[config.mk]
export PLATFORM = sky130hd
export DESIGN_NAME = blink_sequencer
export DESIGN_NICKNAME = d
export VERILOG_FILES = /design/src/rtl/blink_sequencer.sv
export SDC_FILE = /design/constraint.sdc
export NUM_CORES = 1
export LEC_CHECK = 0
export BUFFER_PORTS_ARGS = -buffer_cell sky130_fd_sc_hd__buf_2
export CAP_MARGIN = 10
export CORE_UTILIZATION = 50
export DETAILED_ROUTE_END_ITERATION = 10
export HOLD_SLACK_MARGIN = 0.08
export PLACE_DENSITY = 0.73
export SYNTH_ARGS = -nofsm -noshare
export SYNTH_HDL_FRONTEND = slang
export SYNTH_SLANG_ARGS = --single-unit
[constraint.sdc]
create_clock -name i_clk -period 3.3 [get_ports i_clk]
set_input_delay 0.165 -clock i_clk [delete_from_list [all_inputs] [get_ports i_clk]]
set_output_delay 0.165 -clock i_clk [all_outputs]
set_load 0.02 [all_outputs]
[src/rtl/blink_sequencer.sv]
// Tick-driven LED blink controller: plays a latched pattern of ON/OFF phases
// counted in time-base ticks. Outputs are Moore decodes of the state register.
module blink_sequencer #(
  parameter int TICK_W = 3,
  parameter int REP_W  = 4
) (
  input  logic              i_clk,
  input  logic              i_rst,
  input  logic              i_start,
  input  logic              i_tick,
  input  logic [TICK_W-1:0] i_on_ticks,
  input  logic [TICK_W-1:0] i_off_ticks,
  input  logic [REP_W-1:0]  i_repeat,
  output logic              o_led,
  output logic              o_busy,
  output logic              o_done,
  output logic [1:0]        o_state
);

  localparam logic [1:0] ST_IDLE = 2'd0;
  localparam logic [1:0] ST_ON   = 2'd1;
  localparam logic [1:0] ST_OFF  = 2'd2;
  localparam logic [1:0] ST_DONE = 2'd3;

  logic [1:0]        state;
  logic [TICK_W-1:0] on_lat;
  logic [TICK_W-1:0] off_lat;
  logic [REP_W-1:0]  rep_left;
  logic [TICK_W-1:0] tick_cnt;

  logic on_end;
  logic off_end;
  logic more_reps;

  // Handshake: i_start acts as a valid with an implicit ready of !o_busy; a
  // start is accepted on any edge where both are high and is dropped otherwise.
  assign on_end    = i_tick && (tick_cnt == on_lat - TICK_W'(1));
  assign off_end   = i_tick && (tick_cnt == off_lat - TICK_W'(1));
  assign more_reps = rep_left > REP_W'(1);

  always_ff @(posedge i_clk) begin
    if (i_rst) begin
      state    <= ST_IDLE;
      on_lat   <= '0;
      off_lat  <= '0;
      rep_left <= '0;
      tick_cnt <= '0;
    end else begin
      case (state)
        ST_IDLE: begin
          if (i_start) begin
            on_lat   <= i_on_ticks;
            off_lat  <= i_off_ticks;
            rep_left <= i_repeat;
            tick_cnt <= '0;
            if ((i_repeat == '0) || (i_on_ticks == '0)) state <= ST_DONE;
            else                                        state <= ST_ON;
          end
        end
        ST_ON: begin
          if (on_end) begin
            tick_cnt <= '0;
            if (off_lat != '0) begin
              state <= ST_OFF;
            end else if (more_reps) begin
              // Back-to-back blinks with no OFF phase keep the LED lit.
              rep_left <= rep_left - REP_W'(1);
              state    <= ST_ON;
            end else begin
              state <= ST_DONE;
            end
          end else if (i_tick) begin
            tick_cnt <= tick_cnt + TICK_W'(1);
          end
        end
        ST_OFF: begin
          if (off_end) begin
            tick_cnt <= '0;
            if (more_reps) begin
              rep_left <= rep_left - REP_W'(1);
              state    <= ST_ON;
            end else begin
              state <= ST_DONE;
            end
          end else if (i_tick) begin
            tick_cnt <= tick_cnt + TICK_W'(1);
          end
        end
        default: begin
          tick_cnt <= '0;
          state    <= ST_IDLE;
        end
      endcase
    end
  end

  assign o_led   = (state == ST_ON);
  assign o_busy  = (state != ST_IDLE);
  assign o_done  = (state == ST_DONE);
  assign o_state = state;

endmodule

==> flow_summary.toml <==
[global_routing]
grt_usage = 0.222
gr-total-overflow = 0
grt_pass1_wl_um = 3510
grt_max_degree = 16
antenna_found_initial = 0
grt_pass1_vias = 843

[setup_path]
path_class = "reg2reg"
reg2reg_to = "rep_left[1]"
slowest_delay_ns = 0.59
crit_family = "compound AO/OA/AOI/OAI gates"
cpMaxStageDelayCell = "or4_4"
endpoint_kind = "flop"
path_buf_inv = 1
cpMostUsedCell = "ha_1"
ff2ff_path_depth = 7
crit_chain = "inv_1 > ha_1 > ha_1 > xnor2_1 > o41a_1 > or4_4 > o311a_1"
start_kind = "flop"
crit_required_ns = 3.48
r2r_slack_ns = 0.65
critPathMaxFanout = 10
crit_arrival_ns = 2.83
reg2reg_from = "off_lat[0]"

[cells_and_area]
final_util = 0.593
area_growth_pct = 12.5
num-nets-final = 168
multi_input_area_um2 = 659
ff_latch_area_um2 = 300
n_fill_cell = 197
antenna_cells = 0
layout-drive-gt1-share = 0.175

[synthesis]
seq_area_frac_synth = 0.290
synth.distinct_cells = 39
synthArstFlopShare = 0
synth_area_um2 = 1030
synthCells = 125
ys_ff_latch = 15
synth-edff-count = 0
avgSynthCellArea_um2 = 8.28
ys.flop_type = "dfxtp_1"
ys_warn_count = 0
synth_nets = 149

[clock_network]
cts_hold_buf = 0
htreeDepth = 1
clockRootBuffer = "clkbuf_4"
cts.clk_slew.worst_paths_ns = 0.10
insertion_delay_ns = 0.28
cts_tree = "built"
cts_setup_buffers = 0
cts_buffer_depth = 2
cts.sinks = 15
cts_resized = 0
numCtsBuffers = 3

[detailed_routing]
drc_errors = 0
first_pass_iters = 4
avgRoutedWirePerCell_um = 13.7
drtIter0Drc = 15
wl_um = 2330
vias_per_cell = 5.69
vias = 967
ant_nets = 0

[sta]
hold_violations = 0
final_max_slew_viol_count = 0
setup_tns_ns = 0
slew_headroom = 0.481
rsz0062_at_grt = "no"
setup_viol = 0
fin_hold_ws_ns = 0.127
fmax_ghz = 0.378
worst_slew_pin_slew_ns = 0.768
post-route-min-period_ns = 2.65
min_period_over_period = 0.803
skew_ns = 0.00461

[floorplanning]
io_pins = 19
rows = 16
core_um2 = 1960
start_util = 0.527
die-height_um = 47.5
die_w_um = 47.5
die-area_um2 = 2260

[power]
p_per_area_nw_per_um2 = 810
leakage_nw = 0.493
vdd_drop_max_v = 0.000472

[place]
io_buffers = 18
post-dp-hpwl_um = 1770
place_congestion = 0.827

[run_status]
status = "finished clean"

[run]
cap_violations = 0

[worst_hold_path]
holdPathEnd = "off_lat[2]"
hp-class = "in2reg"
holdPathStages = 3
min_from = "i_off_ticks[2]"
-- sequential cells by signal, summed over array words and instances, names as in the netlist --
register	flops
rep_left	4
off_lat	3
on_lat	3
tick_cnt	3
o_state	2
-- cells in the mapped netlist (2+ instances only) --
cell type | instances | area, um^2
dfxtp_1 | 15 | 300
inv_1 | 14 | 52.6
nand2_1 | 13 | 48.8
ha_1 | 10 | 125
a21oi_1 | 7 | 35.0
nand3_1 | 7 | 35.0
o21ai_0 | 5 | 25.0
nor2_1 | 4 | 15.0
nor2b_1 | 4 | 25.0
clkbuf_1 | 3 | 11.3
nor3_1 | 3 | 15.0
nor4_1 | 3 | 18.8
o32ai_1 | 3 | 26.3
o41ai_1 | 3 | 26.3
xnor2_1 | 3 | 26.3
nand2b_1 | 2 | 12.5
o2bb2ai_1 | 2 | 17.5
o311ai_0 | 2 | 17.5
xor2_1 | 2 | 17.5
-- report_power, final --
group          internal, mW  total [mW]  switching, mW  leakage (nW)
Combinational         0.233       0.567          0.334         0.353
Sequential            0.227       0.268         0.0410         0.123
Clock                0.0449       0.108         0.0629        0.0177
-- logic make-up after synthesis --
logic type | after synthesis | share of synthesized area
adder cells (fa/ha/maj) | 10 | 0.121
flip-flops | 15 | 0.290
AO/OA/AOI/OAI | 35 | 0.249
buffers and inverters | 18 | 0.0725
XOR/XNOR | 6 | 0.0641
AND/OR/NAND/NOR | 41 | 0.203
-- final cells by class --
type	count	area share
clock buffer	3	0.0194
clock inverter	1	0.00430
inverter	14	0.0452
multi-input combinational	92	0.567
sequential	15	0.258
tap	27	0.0290
timing repair buffer	18	0.0774
-- routing by layer --
metal | vias up | GRT usage | share of wire
met5 | - | 0 | 0
met4 | 0 | 0.0914 | 0.012
met3 | 4 | 0.0340 | 0.026
met2 | 16 | 0.378 | 0.48
met1 | 450 | 0.279 | 0.48
li1 | 497 | - | -
-- worst reg2reg max path: cells and delay by family, from the launching register on --
| family | cells | cell delay, ns |
|---|---|---|
| simple gates | 1 | 0.60 |
| xor+xnor | 1 | 0.13 |
| buf+inv | 1 | 0.06 |
| compound gates | 2 | 0.90 |
| flops | 1 | 0.38 |
| fa+ha+maj | 2 | 0.48 |
-- metrics by stage --
| step | setup slack, ns | cell area [um^2] | std cells | total power, mW |
|---|---|---|---|---|
| CTS | 0.661 | 1160 | 170 | 0.941 |
| global route | 0.552 | 1160 | 170 | 1.03 |
| finish | 0.651 | 1160 | 170 | 0.943 |
| floorplan | 0.810 | 1030 | 125 | 0.708 |
| detailed placement | 0.682 | 1140 | 166 | 0.833 |
| global placement | 0.743 | 1140 | 166 | 0.818 |
-- placed cells by master (no fill, tap or decap), types with 2 or more instances in the layout --
cell | netlist | final
o21ai_0 | 5 | 5
nand3_1 | 7 | 7
o32ai_1 | 3 | 3
nor4_1 | 3 | 3
nor2_1 | 4 | 4
ha_1 | 10 | 10
nand2b_1 | 2 | 2
buf_2 | 0 | 18
nor2b_1 | 4 | 4
xor2_1 | 2 | 2
clkbuf_4 | 0 | 3
nand2_1 | 13 | 13
inv_1 | 14 | 14
o2bb2ai_1 | 2 | 2
dfxtp_1 | 15 | 15
nor3_1 | 3 | 3
xnor2_1 | 3 | 3
a21oi_1 | 7 | 7
o311ai_0 | 2 | 2
o41ai_1 | 3 | 3
-- how the worst max path moves through the flow --
stage | start | to | slack (ns) | cells past startpoint
floorplan | off_lat[0] | rep_left[1] | 0.81 | 8
CTS | off_lat[0] | rep_left[1] | 0.66 | 7
finish | off_lat[0] | rep_left[1] | 0.65 | 7
global route | off_lat[0] | rep_left[1] | 0.55 | 7
detailed placement | off_lat[0] | rep_left[1] | 0.68 | 7
global placement | off_lat[0] | rep_left[1] | 0.74 | 7
No activity file was read; power rests on OpenSTA's default activity.
